`config.mk`:
```
export PLATFORM = sky130hd
export DESIGN_NAME = mmio_io_controller
export DESIGN_NICKNAME = d
export VERILOG_FILES = /design/src/rtl/io_pkg.sv /design/src/rtl/io_debouncer.sv /design/src/rtl/mmio_io_controller.sv
export SDC_FILE = /design/constraint.sdc
export NUM_CORES = 1
export LEC_CHECK = 0
export ABC_AREA = 0
export CORE_MARGIN = 2
export CORE_UTILIZATION = 39
export CTS_BUF_LIST = sky130_fd_sc_hd__clkbuf_16
export CTS_CLUSTER_DIAMETER = 80
export DETAILED_ROUTE_END_ITERATION = 8
export HOLD_SLACK_MARGIN = 0.1
export PLACE_DENSITY = 0.81
export SLEW_MARGIN = 20
export SYNTH_ARGS = -nofsm -noshare
export SYNTH_HDL_FRONTEND = slang
export SYNTH_SLANG_ARGS = --single-unit
```
`constraint.sdc`:
```
create_clock -name clk -period 2.5 [get_ports clk]
set_input_delay 0.5 -clock clk [delete_from_list [all_inputs] [get_ports clk]]
set_output_delay 0.5 -clock clk [all_outputs]
set_load 0.02 [all_outputs]
```
`src/rtl/io_pkg.sv`:
```
// Shared constants for the memory-mapped board I/O block: register addresses,
// peripheral widths and the KEY read-word layout.
package io_pkg;

  localparam logic [31:0] IO_ADDR_HEX  = 32'hF000_0000;
  localparam logic [31:0] IO_ADDR_LEDR = 32'hF000_0004;
  localparam logic [31:0] IO_ADDR_KEY  = 32'hF000_0010;
  localparam logic [31:0] IO_ADDR_SW   = 32'hF000_0014;

  localparam int KEY_BITS  = 4;
  localparam int SW_BITS   = 10;
  localparam int HEX_BITS  = 16;
  localparam int LEDR_BITS = 10;
  localparam int CNT_BITS  = 20;

  // KEY read word: {flags, stable} in the low byte
  localparam int KEY_STABLE_LSB = 0;
  localparam int KEY_FLAGS_LSB  = 4;

  typedef enum logic [2:0] {
    SEL_NONE,
    SEL_HEX,
    SEL_LEDR,
    SEL_KEY,
    SEL_SW
  } io_sel_e;

endpackage

```
`src/rtl/io_debouncer.sv`:
```
// Two-flop synchroniser plus optional stable-count debouncer for one input group.
// Debounce counting is built only when IO_DEBOUNCE_EN is defined.
module io_debouncer
  import io_pkg::*;
#(
  parameter int                  WIDTH           = 1,
  parameter logic [CNT_BITS-1:0] DEBOUNCE_CYCLES = 20'd500000,
  parameter logic [WIDTH-1:0]    RESET_VALUE     = '0,
  parameter bit                  ACTIVE_LOW      = 1'b0
) (
  input  logic             clk,
  input  logic             reset,
  input  logic [WIDTH-1:0] din,
  output logic [WIDTH-1:0] stable
);

  if (DEBOUNCE_CYCLES == '0) begin : g_bad_cycles
    $error("io_debouncer: DEBOUNCE_CYCLES must be at least 1");
  end

  logic [WIDTH-1:0] sync_q1;
  logic [WIDTH-1:0] sync_q2;
  logic [WIDTH-1:0] synced;

  // NOTE: non-blocking assignments keep the two synchroniser stages distinct flops.
  always_ff @(posedge clk or negedge reset) begin
    if (!reset) begin
      sync_q1 <= RESET_VALUE;
      sync_q2 <= RESET_VALUE;
    end else begin
      sync_q1 <= din;
      sync_q2 <= sync_q1;
    end
  end

  assign synced = ACTIVE_LOW ? ~sync_q2 : sync_q2;

`ifdef IO_DEBOUNCE_EN
  logic [CNT_BITS-1:0] cnt;
  logic [WIDTH-1:0]    stable_q;

  // Counter measures time away from the accepted value, not since the last sample change.
  always_ff @(posedge clk or negedge reset) begin
    if (!reset) begin
      cnt      <= '0;
      stable_q <= '0;
    end else if (synced == stable_q) begin
      cnt <= '0;
    end else if (cnt == DEBOUNCE_CYCLES - 1'b1) begin
      stable_q <= synced;
      cnt      <= '0;
    end else begin
      cnt <= cnt + 1'b1;
    end
  end

  assign stable = stable_q;
`else
  // The second synchroniser stage doubles as the stable register.
  assign stable = synced;
`endif

endmodule

```
`src/rtl/mmio_io_controller.sv`:
```
// Memory-mapped board I/O beside data memory: HEX/LEDR registers, KEY/SW inputs,
// sticky key-press flags. Define IO_DEBOUNCE_EN to enable input debouncing.
module mmio_io_controller
  import io_pkg::*;
#(
  parameter int                  DBITS           = 32,
  parameter logic [DBITS-1:0]    ADDR_HEX        = DBITS'(IO_ADDR_HEX),
  parameter logic [DBITS-1:0]    ADDR_LEDR       = DBITS'(IO_ADDR_LEDR),
  parameter logic [DBITS-1:0]    ADDR_KEY        = DBITS'(IO_ADDR_KEY),
  parameter logic [DBITS-1:0]    ADDR_SW         = DBITS'(IO_ADDR_SW),
  parameter logic [CNT_BITS-1:0] DEBOUNCE_CYCLES = 20'd500000
) (
  input  logic                 clk,
  input  logic                 reset,
  input  logic [DBITS-1:0]     addr,
  input  logic                 wr_en,
  input  logic [DBITS-1:0]     wdata,
  input  logic [KEY_BITS-1:0]  key,
  input  logic [SW_BITS-1:0]   sw,
  output logic                 io_hit,
  output logic [DBITS-1:0]     io_rdata,
  output logic [HEX_BITS-1:0]  hex_out,
  output logic [LEDR_BITS-1:0] ledr_out
);

  io_sel_e             sel;
  logic [KEY_BITS-1:0] key_stable;
  logic [KEY_BITS-1:0] key_prev;
  logic [KEY_BITS-1:0] flags;
  logic [KEY_BITS-1:0] flag_set;
  logic [KEY_BITS-1:0] flag_clr;
  logic [SW_BITS-1:0]  sw_stable;
  logic                unused_wdata;

  assign unused_wdata = ^wdata[DBITS-1:HEX_BITS];

  // Keys are active-low on the board; inverted after sync so 1 = pressed.
  io_debouncer #(
    .WIDTH          (KEY_BITS),
    .DEBOUNCE_CYCLES(DEBOUNCE_CYCLES),
    .RESET_VALUE    (4'hF),
    .ACTIVE_LOW     (1'b1)
  ) u_key_db (
    .clk   (clk),
    .reset (reset),
    .din   (key),
    .stable(key_stable)
  );

  io_debouncer #(
    .WIDTH          (SW_BITS),
    .DEBOUNCE_CYCLES(DEBOUNCE_CYCLES),
    .RESET_VALUE    ('0),
    .ACTIVE_LOW     (1'b0)
  ) u_sw_db (
    .clk   (clk),
    .reset (reset),
    .din   (sw),
    .stable(sw_stable)
  );

  // NOTE: every always_comb output gets a default first so no latch is inferred.
  always_comb begin
    sel = SEL_NONE;
    if      (addr == ADDR_HEX)  sel = SEL_HEX;
    else if (addr == ADDR_LEDR) sel = SEL_LEDR;
    else if (addr == ADDR_KEY)  sel = SEL_KEY;
    else if (addr == ADDR_SW)   sel = SEL_SW;
  end

  assign io_hit = (sel != SEL_NONE);

  always_ff @(posedge clk or negedge reset) begin
    if (!reset) begin
      hex_out  <= '0;
      ledr_out <= '0;
    end else if (wr_en) begin
      if (sel == SEL_HEX)  hex_out  <= wdata[HEX_BITS-1:0];
      if (sel == SEL_LEDR) ledr_out <= wdata[LEDR_BITS-1:0];
    end
  end

  assign flag_set = key_stable & ~key_prev;
  assign flag_clr = (wr_en && sel == SEL_KEY) ? wdata[KEY_FLAGS_LSB +: KEY_BITS] : '0;

  // Set is OR-ed in after the clear so a same-cycle press is never lost.
  always_ff @(posedge clk or negedge reset) begin
    if (!reset) begin
      key_prev <= '0;
      flags    <= '0;
    end else begin
      key_prev <= key_stable;
      flags    <= (flags & ~flag_clr) | flag_set;
    end
  end

  always_comb begin
    io_rdata = '0;
    case (sel)
      SEL_HEX:  io_rdata = DBITS'(hex_out);
      SEL_LEDR: io_rdata = DBITS'(ledr_out);
      SEL_KEY:  io_rdata = DBITS'({flags, key_stable});
      SEL_SW:   io_rdata = DBITS'(sw_stable);
      default:  io_rdata = '0;
    endcase
  end

endmodule
```
Word level (Yosys, flattened, before mapping)
Index checks and enable logic that the tools add are counted.

operators by class
  equality and inequality tests = 8
  mux-type cells = 6
  bitwise logic cells = 6
  reduce and logical (&&, ||, !) cells = 4

operators with widths
  cell                    count
  $eq A32 B32 Y1 const B  4
  $pmux W16 S4            1
  $mux W3                 4
  $not A4 Y4              3
  $and A4 B4 Y4           2
  $eq A3 B2 Y1 const B    2
  $mux W4                 1
  $or A4 B4 Y4            1
  $reduce_and A2 Y1       2
  $eq A3 B1 Y1 const B    1
  $eq A3 B3 Y1 const B    1
  $reduce_bool A3 Y1      1
  $logic_and A1 B1 Y1     1

storage, ports and cells
  flip-flop bits (word level) = 62
  input bits = 81
  output and inout bits = 59
  word-level logic and storage cells = 32

Logic depth before layout (Yosys ltp)
Gate-level depths: netlist (run 1).

  word-level depth = 11
  mapped depth = 5
  depth with buffers taken out = 4

Cells and area by module
From an unflattened synthesis (run 1), not the netlist that was laid out.

unflattened totals
  cells, all modules = 175
  area, all modules = 2560.0 um^2

modules (own cells, without submodules)
  module                    times used  cells an instance  area an instance (um^2)  seq. area each (um^2)
  mmio_io_controller        1           143                1834.3                   850.8
  io_debouncer at u_sw_db   1           20                 500.5                    500.5
  io_debouncer at u_key_db  1           12                 225.2                    210.2

Least setup slack after synthesis (run 1)
OpenSTA, ideal clock, no wires.

  path kind = input port to output port
  from = in addr[23]
  to = out io_rdata[15]
  arrival = 2.070 ns
  required time = 2.000 ns
  slack = -0.070 ns
  cell stages on the path = 5
  path buffers = 1
  cell sequence = nor4b_1 nand4_2 nor2_1 clkbuf_1 and3_1

between the ends
  cells in the longest elaborated chain, start to end = 7
  elaborated cells on any way between the ends = 13
  those cells by class = eq/ne: 8; mux: 5

RTL lines
  element                                     line                      source
  start: declaration                          mmio_io_controller.sv:15  input logic [DBITS-1:0] addr,
  $eq A32 B32 Y1                              mmio_io_controller.sv:68  else if (addr == ADDR_SW) sel = SEL_SW;
  $mux W3                                     mmio_io_controller.sv:68
  $mux W3                                     mmio_io_controller.sv:67  else if (addr == ADDR_KEY) sel = SEL_KEY;
  $mux W3                                     mmio_io_controller.sv:66  else if (addr == ADDR_LEDR) sel = SEL_LEDR;
  $mux W3 (*)                                 mmio_io_controller.sv:65  if (addr == ADDR_HEX) sel = SEL_HEX;
  $eq A3 B3 Y1, or another cell as far along  mmio_io_controller.sv:99  case (sel)
  $pmux W16 S4 (*)                            mmio_io_controller.sv:99
  end: declaration                            mmio_io_controller.sv:21  output logic [DBITS-1:0] io_rdata,

Mark *: on every way between the ends. The rest lies on a longest branch, timed or not.

Worst setup path in the final report (run 1)
  from = in addr[2]
  to = out io_rdata[9]

Same word-level chain as after synthesis.

==> results of run 1 <==
[worst max-delay path by stage]
stage	startpoint	end	slack [ps]
2_1_floorplan	addr[23]	io_rdata[15]	70
3_3_place_gp	addr[0]	io_rdata[15]	-530
3_5_place_dp	addr[14]	io_rdata[14]	-580
4_1_cts	addr[11]	io_rdata[9]	-20
5_1_grt	addr[2]	io_rdata[8]	3
6_report	addr[2]	io_rdata[9]	100
[cell type report]
type	count	area share, %
clock buffers	9	5.33
clock inverters	7	1.57
inverters	5	0.445
multi-input cells	98	23.0
flip-flops and latches	62	37.0
well taps	77	2.28
repair buffers	127	30.3
[per-stage QoR]
stage	setup slack [ps]	instances	util, %	area (um^2)	TNS [ps]
after detailed placement	-582	366	59.5	3780	-12690
after global routing	2.66	385	66.5	4220	0
after global placement	-527	366	59.5	3780	-10750
after floorplan	71.1	185	-	2610	0
final	96.4	385	66.5	4220	0
after CTS	-22.3	385	64.9	4120	-28.0
[cell usage after synthesis, types with 3 or more instances]
library cell / number
o31ai_1: 4
buf_4: 16
inv_1: 5
dfstp_2: 8
nor2_1: 3
nor4_1: 4
and3_1: 6
mux4_2: 8
mux2_2: 28
and2_1: 8
dfrtp_1: 54
nand2_1: 5
o21ai_0: 4
[timing repair]
action,in CTS,in global routing
resized for setup,101,31
hold buffers,0,0
setup buffers,1,0
setup endpoints to repair,17,17
cloned,2,0
pin swaps,9,11
[flip-flops by register name, summed over array words and instances (netlist names)]
signal            cells
u_key_db.sync_q2      4
key_prev              4
u_key_db.sync_q1      4
ledr_out             10
flags                 4
hex_out              16
u_sw_db.stable       10
u_sw_db.sync_q1      10
[layout by cell type (no fill, tap or decap), types with 2 or more instances in the layout]
cell type | Yosys | layout
conb_1 | 1 | 16
dlygate4sd2_1 | 0 | 10
and3_4 | 0 | 3
buf_2 | 0 | 6
buf_12 | 0 | 2
and2_1 | 8 | 8
dfrtp_1 | 54 | 54
nor4b_4 | 1 | 3
nand2_1 | 5 | 5
clkdlybuf4s50_1 | 0 | 61
nor2_1 | 3 | 2
nor4_2 | 0 | 4
inv_1 | 5 | 6
clkinvlp_4 | 0 | 3
mux4_2 | 8 | 8
clkinv_2 | 0 | 2
dfstp_2 | 8 | 8
nor3_1 | 2 | 2
a22oi_1 | 2 | 2
buf_6 | 1 | 9
dlymetal6s2s_1 | 0 | 18
buf_4 | 16 | 19
and3_1 | 6 | 3
o21ai_0 | 4 | 4
o31ai_1 | 4 | 4
mux2_2 | 28 | 28
nand4_2 | 2 | 2
clkbuf_16 | 0 | 9
[cell families after synthesis]
| family | synth area share (%) |
|---|---|
| and+or+nand+nor | 10.4 |
| DFF | 61.2 |
| muxes | 19.4 |
| other | 0.147 |
| buffers and inverters | 6.32 |
| AOI/OAI and AO/OA | 2.55 |
[power breakdown]
group	internal (mW)	total (mW)	switching (mW)
registers	1.04	1.04	0.00692
clock network	0.762	1.18	0.418
logic	0.121	0.209	0.0882
total	1.92	2.43	0.513
[routing by layer]
metal  part of all wire, %  GRT usage (%)
met5                     0              0
met2                    52           31.6
met3                   6.6           4.57
met1                    41           21.6
met4                   1.0           6.49
==> flow_summary.yaml, run 1 <==
status:
  status: "finished clean"
die:
  die_y_um: 84.9
  core-area_um2: 6350
  ioPinCount: 140
  dieArea_um2: 7210
  start_util_pct: 40.2
  die_w_um: 84.9
  fp-row-count: 29
sta:
  rsz0062_at_grt: "false"
  slew_headroom_pct: 60.1
  fin_hold_ws_ps: 186
  fmax_mhz: 416
  min_period_over_period_pct: 96.1
  hold_viol_final: 0
  setup_violations: 0
  period_needed_ps: 2400
  max_slew.worst_pin.slew_ps: 599
  finalMaxSlewViolations: 0
  skew_ps: 4.20
yosys:
  synth-edff-count: 0
  async_reset_ff_share_pct: 100
  syn_area_um2: 2550
  synthFlopType: "dfrtp_1"
  synth-seq-cells: 62
  yosys.area.top_type: "dfrtp_1"
  synth_cell_types: 26
  yosysSeqAreaShare_pct: 61.2
  ys_top_cells_by_area: "dfrtp_1 53%, mux2_2 12%, dfstp_2 8.2%"
  synth_top_area_share_pct: 52.9
  yosys_warnings: 0
  syn_area_per_cell_um2: 15.0
  synthCells: 170
critical_path:
  reg2reg_from: "ledr_out[0]"
  r2r_cells: 1
  path_depth: 8
  critPathTopFamily: "buffers and inverters"
  cpMostUsedCell: "buf_4"
  worstSetupPathType: "primary input to output pin"
  worst_path_max_delay_cell: "bufbuf_16"
  cp-end-kind: "output pin"
  rrSetupSlack_ps: 1710
  critPathMaxStageDelay_ps: 290
  cp_max_fo: 5
  crit_buf_inv: 5
  crit_arrival_ps: 1900
  crit_chain: "dlygate4sd2_1 -> bufbuf_16 -> buf_4 -> nor2_1 -> buf_4 -> a22oi_1 -> nor3_1 -> buf_2"
  cp.required_ps: 2000
  critPathLaunchType: "primary input"
  r2r_end: "ledr_out[0]"
power_and_ir_drop:
  power.ir.vdd_worst_v: 0.000413
  p_per_area_nw_per_um2: 576
  leakagePower_nw: 2.07
  finalPower_mw: 2.43
cells_and_area:
  diodes: 0
  fin_nets: 384
  synthToLayoutAreaGrowth_pct: 65.4
  seqCellArea_um2: 1560
  multi_input_area_um2: 972
  num-fill-cells: 484
  drive_above_1_share_pct: 36.4
global_routing:
  grt-ovfl-total: 0
  antenna_found_initial: 0
  grt_max_degree: 28
  grt_pass1_wl_um: 9900
  track_usage_pct: 18.1
  grt_pass1_vias: 1958
clocking:
  numCtsBuffers: 9
  clockBufferDepth: 2
  clock_latency_ps: 320
  cts_tree: "done"
  htree_num_levels: 3
  ctsRootBufferMaster: "clkbuf_16"
  path_clk_slew_ps: 50
  cts.sinks: 62
detailed_routing:
  antenna_left: 0
  via_count: 1829
  drt-initial-drc-count: 43
  dr.pass1.iters: 4
  drc_errors: 0
  avgRoutedWirePerCell_um: 16.2
  drt_wl_total_um: 6220
  vias_per_cell: 4.75
flow_run:
  max_cap_viol_count: 0
placement:
  hpwl_um: 4490
  placement.io_buffers: 107
  globalplace.congestion: 0.762
worst_hold_path:
  min-delay-path-class: "primary input to asynchronous set/reset pin"
Note: power is estimated with default switching activity, not from simulation.
==> run 2: changes to the inputs <==
--- a/config.mk
+++ b/config.mk
@@ -11,7 +11,7 @@
 export CTS_BUF_LIST = sky130_fd_sc_hd__clkbuf_16
 export CTS_CLUSTER_DIAMETER = 80
 export DETAILED_ROUTE_END_ITERATION = 8
-export HOLD_SLACK_MARGIN = 0.1
+export HOLD_SLACK_MARGIN = 0.15
 export PLACE_DENSITY = 0.81
 export SLEW_MARGIN = 20
 export SYNTH_ARGS = -nofsm -noshare
==> results of run 2 <==
Final layout, timing and power as in run 1 (identical DEF).
==> run 3: changes to the inputs <==
--- a/config.mk
+++ b/config.mk
@@ -12,7 +12,7 @@
 export CTS_CLUSTER_DIAMETER = 80
 export DETAILED_ROUTE_END_ITERATION = 8
 export HOLD_SLACK_MARGIN = 0.15
-export PLACE_DENSITY = 0.81
+export PLACE_DENSITY = 0.83
 export SLEW_MARGIN = 20
 export SYNTH_ARGS = -nofsm -noshare
 export SYNTH_HDL_FRONTEND = slang
==> run 3 against run 2 <==
Effect of this change: combinational power shrank 5%; largest cell class unchanged; critical path type unchanged; sequential share of layout area grew 0.42 points; worst setup slack lost 57 ps; critical endpoint is now io_rdata[15].
==> flow_summary.yaml, run 3 (synthesis results as in run 1) <==
power_and_ir_drop:
  switching_share_pct: 19.8
  finalPower_mw: 2.50
  p_per_area_nw_per_um2: 599
  seqPwrFrac_pct: 41.8
  leakagePower_nw: 2.01
  combPwrFrac_pct: 7.9
  power.internal_mw: 2.00
  power_frac_clock_pct: 50.3
  power.ir.vdd_worst_v: 0.000548
  p_sw_mw: 0.494
clocking:
  cts_tree: "done"
  htree_num_levels: 3
  cts.sinks: 62
  clock_latency_ps: 320
  post-cts-setup-buffers: 0
  path_clk_slew_ps: 50
  ctsRootBufferMaster: "clkbuf_16"
  numCtsBuffers: 9
  clockBufferDepth: 2
  ctsHoldBuffers: 0
cells_and_area:
  synthToLayoutAreaGrowth_pct: 63.5
  fin_util_pct: 65.7
  fin_nets: 383
  num-fill-cells: 468
  diodes: 0
  layout_commonest_cell: "clkdlybuf4s50_1"
  drive_above_1_share_pct: 36.8
  regMostFlops: "hex_out"
  layout_common_cells: "66 x clkdlybuf4s50_1, 54 x dfrtp_1, 28 x mux2_2, 17 x buf_4, 16 x conb_1"
  largest_reg_flops: 16
sta:
  setup_violations: 0
  max_slew.worst_pin.slew_ps: 602
  min_period_over_period_pct: 98.4
  hold_viol_final: 0
  finalMaxSlewViolations: 0
  period_needed_ps: 2460
  slew_headroom_pct: 59.9
  fmax_mhz: 406
  skew_ps: 4.36
  worst_slack_ps: 39.1
die:
  start_util_pct: 40.2
  die_y_um: 84.9
  ioPinCount: 140
  core-area_um2: 6350
  die_w_um: 84.9
  fp-row-count: 29
  dieArea_um2: 7210
critical_path:
  critPathTopFamily: "simple AND/OR/NAND/NOR gates"
  cpMostUsedCell: "buf_6"
  cp_max_fo: 8
  cp.required_ps: 2000
  cp-end-kind: "output pin"
  worst_path_max_delay_cell: "clkdlybuf4s50_1"
  crit_chain: "clkdlybuf4s50_1 -> nor4b_4 -> nand4_2 -> nor2_4 -> buf_6 -> and3_4 -> buf_6"
  critPathLaunchType: "primary input"
  worstSetupPathType: "primary input to output pin"
  crit_arrival_ps: 1960
  crit_buf_inv: 3
  critPathMaxStageDelay_ps: 450
detailed_routing:
  vias_per_cell: 4.88
  via_count: 1872
  drt-initial-drc-count: 46
  drc_errors: 0
  dr.pass1.iters: 4
  drt_wl_total_um: 6520
  antenna_left: 0
  avgRoutedWirePerCell_um: 17.0
flow_run:
  max_cap_viol_count: 0
global_routing:
  antenna_found_initial: 0
  track_usage_pct: 18.9
  grt-ovfl-total: 0
  grt_pass1_wl_um: 10300
  grt_max_degree: 30
  grt_pass1_vias: 2020
placement:
  dp_slack_ps: -590
  globalplace.congestion: 0.793
  hpwl_um: 4880
  placement.io_buffers: 107
status:
  status: "finished clean"
worst_hold_path:
  min-delay-path-class: "primary input to asynchronous set/reset pin"
## run 3: cell count changes in the layout (fill, tap and decap cells not counted), moves of 2 or more
| cell | previous run | this run |
|---|---|---|
| dlymetal6s2s_1 | 18 | 12 |
| clkdlybuf4s50_1 | 61 | 66 |
| buf_2 | 6 | 9 |
| clkinvlp_4 | 3 | 0 |
| and2_1 | 8 | 6 |
| and2_4 | 0 | 2 |
| and3_1 | 3 | 1 |
| and3_4 | 3 | 5 |
| buf_12 | 2 | 0 |
| buf_4 | 19 | 17 |
## run 3: worst paths after layout
| kind | from | to | slack (ps) | depth (start not counted) |
|---|---|---|---|---|
| setup / recovery | addr[23] | io_rdata[15] | 40 | 7 |
| hold / removal | reset | u_sw_db.sync_q1[1] | 200 | 1 |
| setup reg to reg | hex_out[0] | hex_out[0] | 1710 | 1 |
| hold reg to reg | u_sw_db.sync_q1[8] | u_sw_db.stable[8] | 350 | 0 |
| max in group asynchronous | reset | hex_out[14] | 1600 | 2 |
| min in group clk | u_sw_db.sync_q1[8] | u_sw_db.stable[8] | 350 | 0 |
## run 3: per-stage QoR
stage | setup TNS [ps] | instances | hold slack, ps | cell area (um^2)
detailed placement | -12720 | 368 | 335 | 3770
finish | 0 | 384 | 195 | 4170
floorplan | 0 | 185 | 204 | 2610
CTS | 0 | 384 | 206 | 4090
global route | -62.8 | 384 | 232 | 4170
global placement | -11400 | 368 | 332 | 3770
## run 3: power groups by stage
stage	logic, mW	clock network (mW)	registers [mW]
2_1_floorplan	0.0729	0	1.06
3_3_place_gp	0.194	0	1.06
3_5_place_dp	0.198	0	1.06
4_1_cts	0.200	1.28	1.04
5_1_grt	0.214	1.34	1.05
6_report	0.198	1.26	1.04
## run 3: layout make-up
type / count / area, um^2 / area share [%]
well taps: 77 / 96.3 / 2.31
inverters: 5 / 18.8 / 0.450
clock inverters: 7 / 81.3 / 1.95
multi-input cells: 98 / 987 / 23.7
clock buffers: 9 / 225 / 5.40
flip-flops and latches: 62 / 1560 / 37.4
repair buffers: 126 / 1200 / 28.8
## run 3: repair_timing
item | CTS | global route
endpoints found under the setup margin | 17 | 17
pin swaps | 10 | 9
cloned | 0 | 0
resized for setup | 106 | 22
## run 3: layer usage
layer / vias to the layer above / track usage (%) / part of all wire, %
met5: - / 0 / 0
met4: 0 / 6.49 / 1.2
met3: 7 / 4.96 / 6.6
met2: 86 / 33.1 / 52
li1: 842 / - / -
met1: 937 / 22.6 / 40
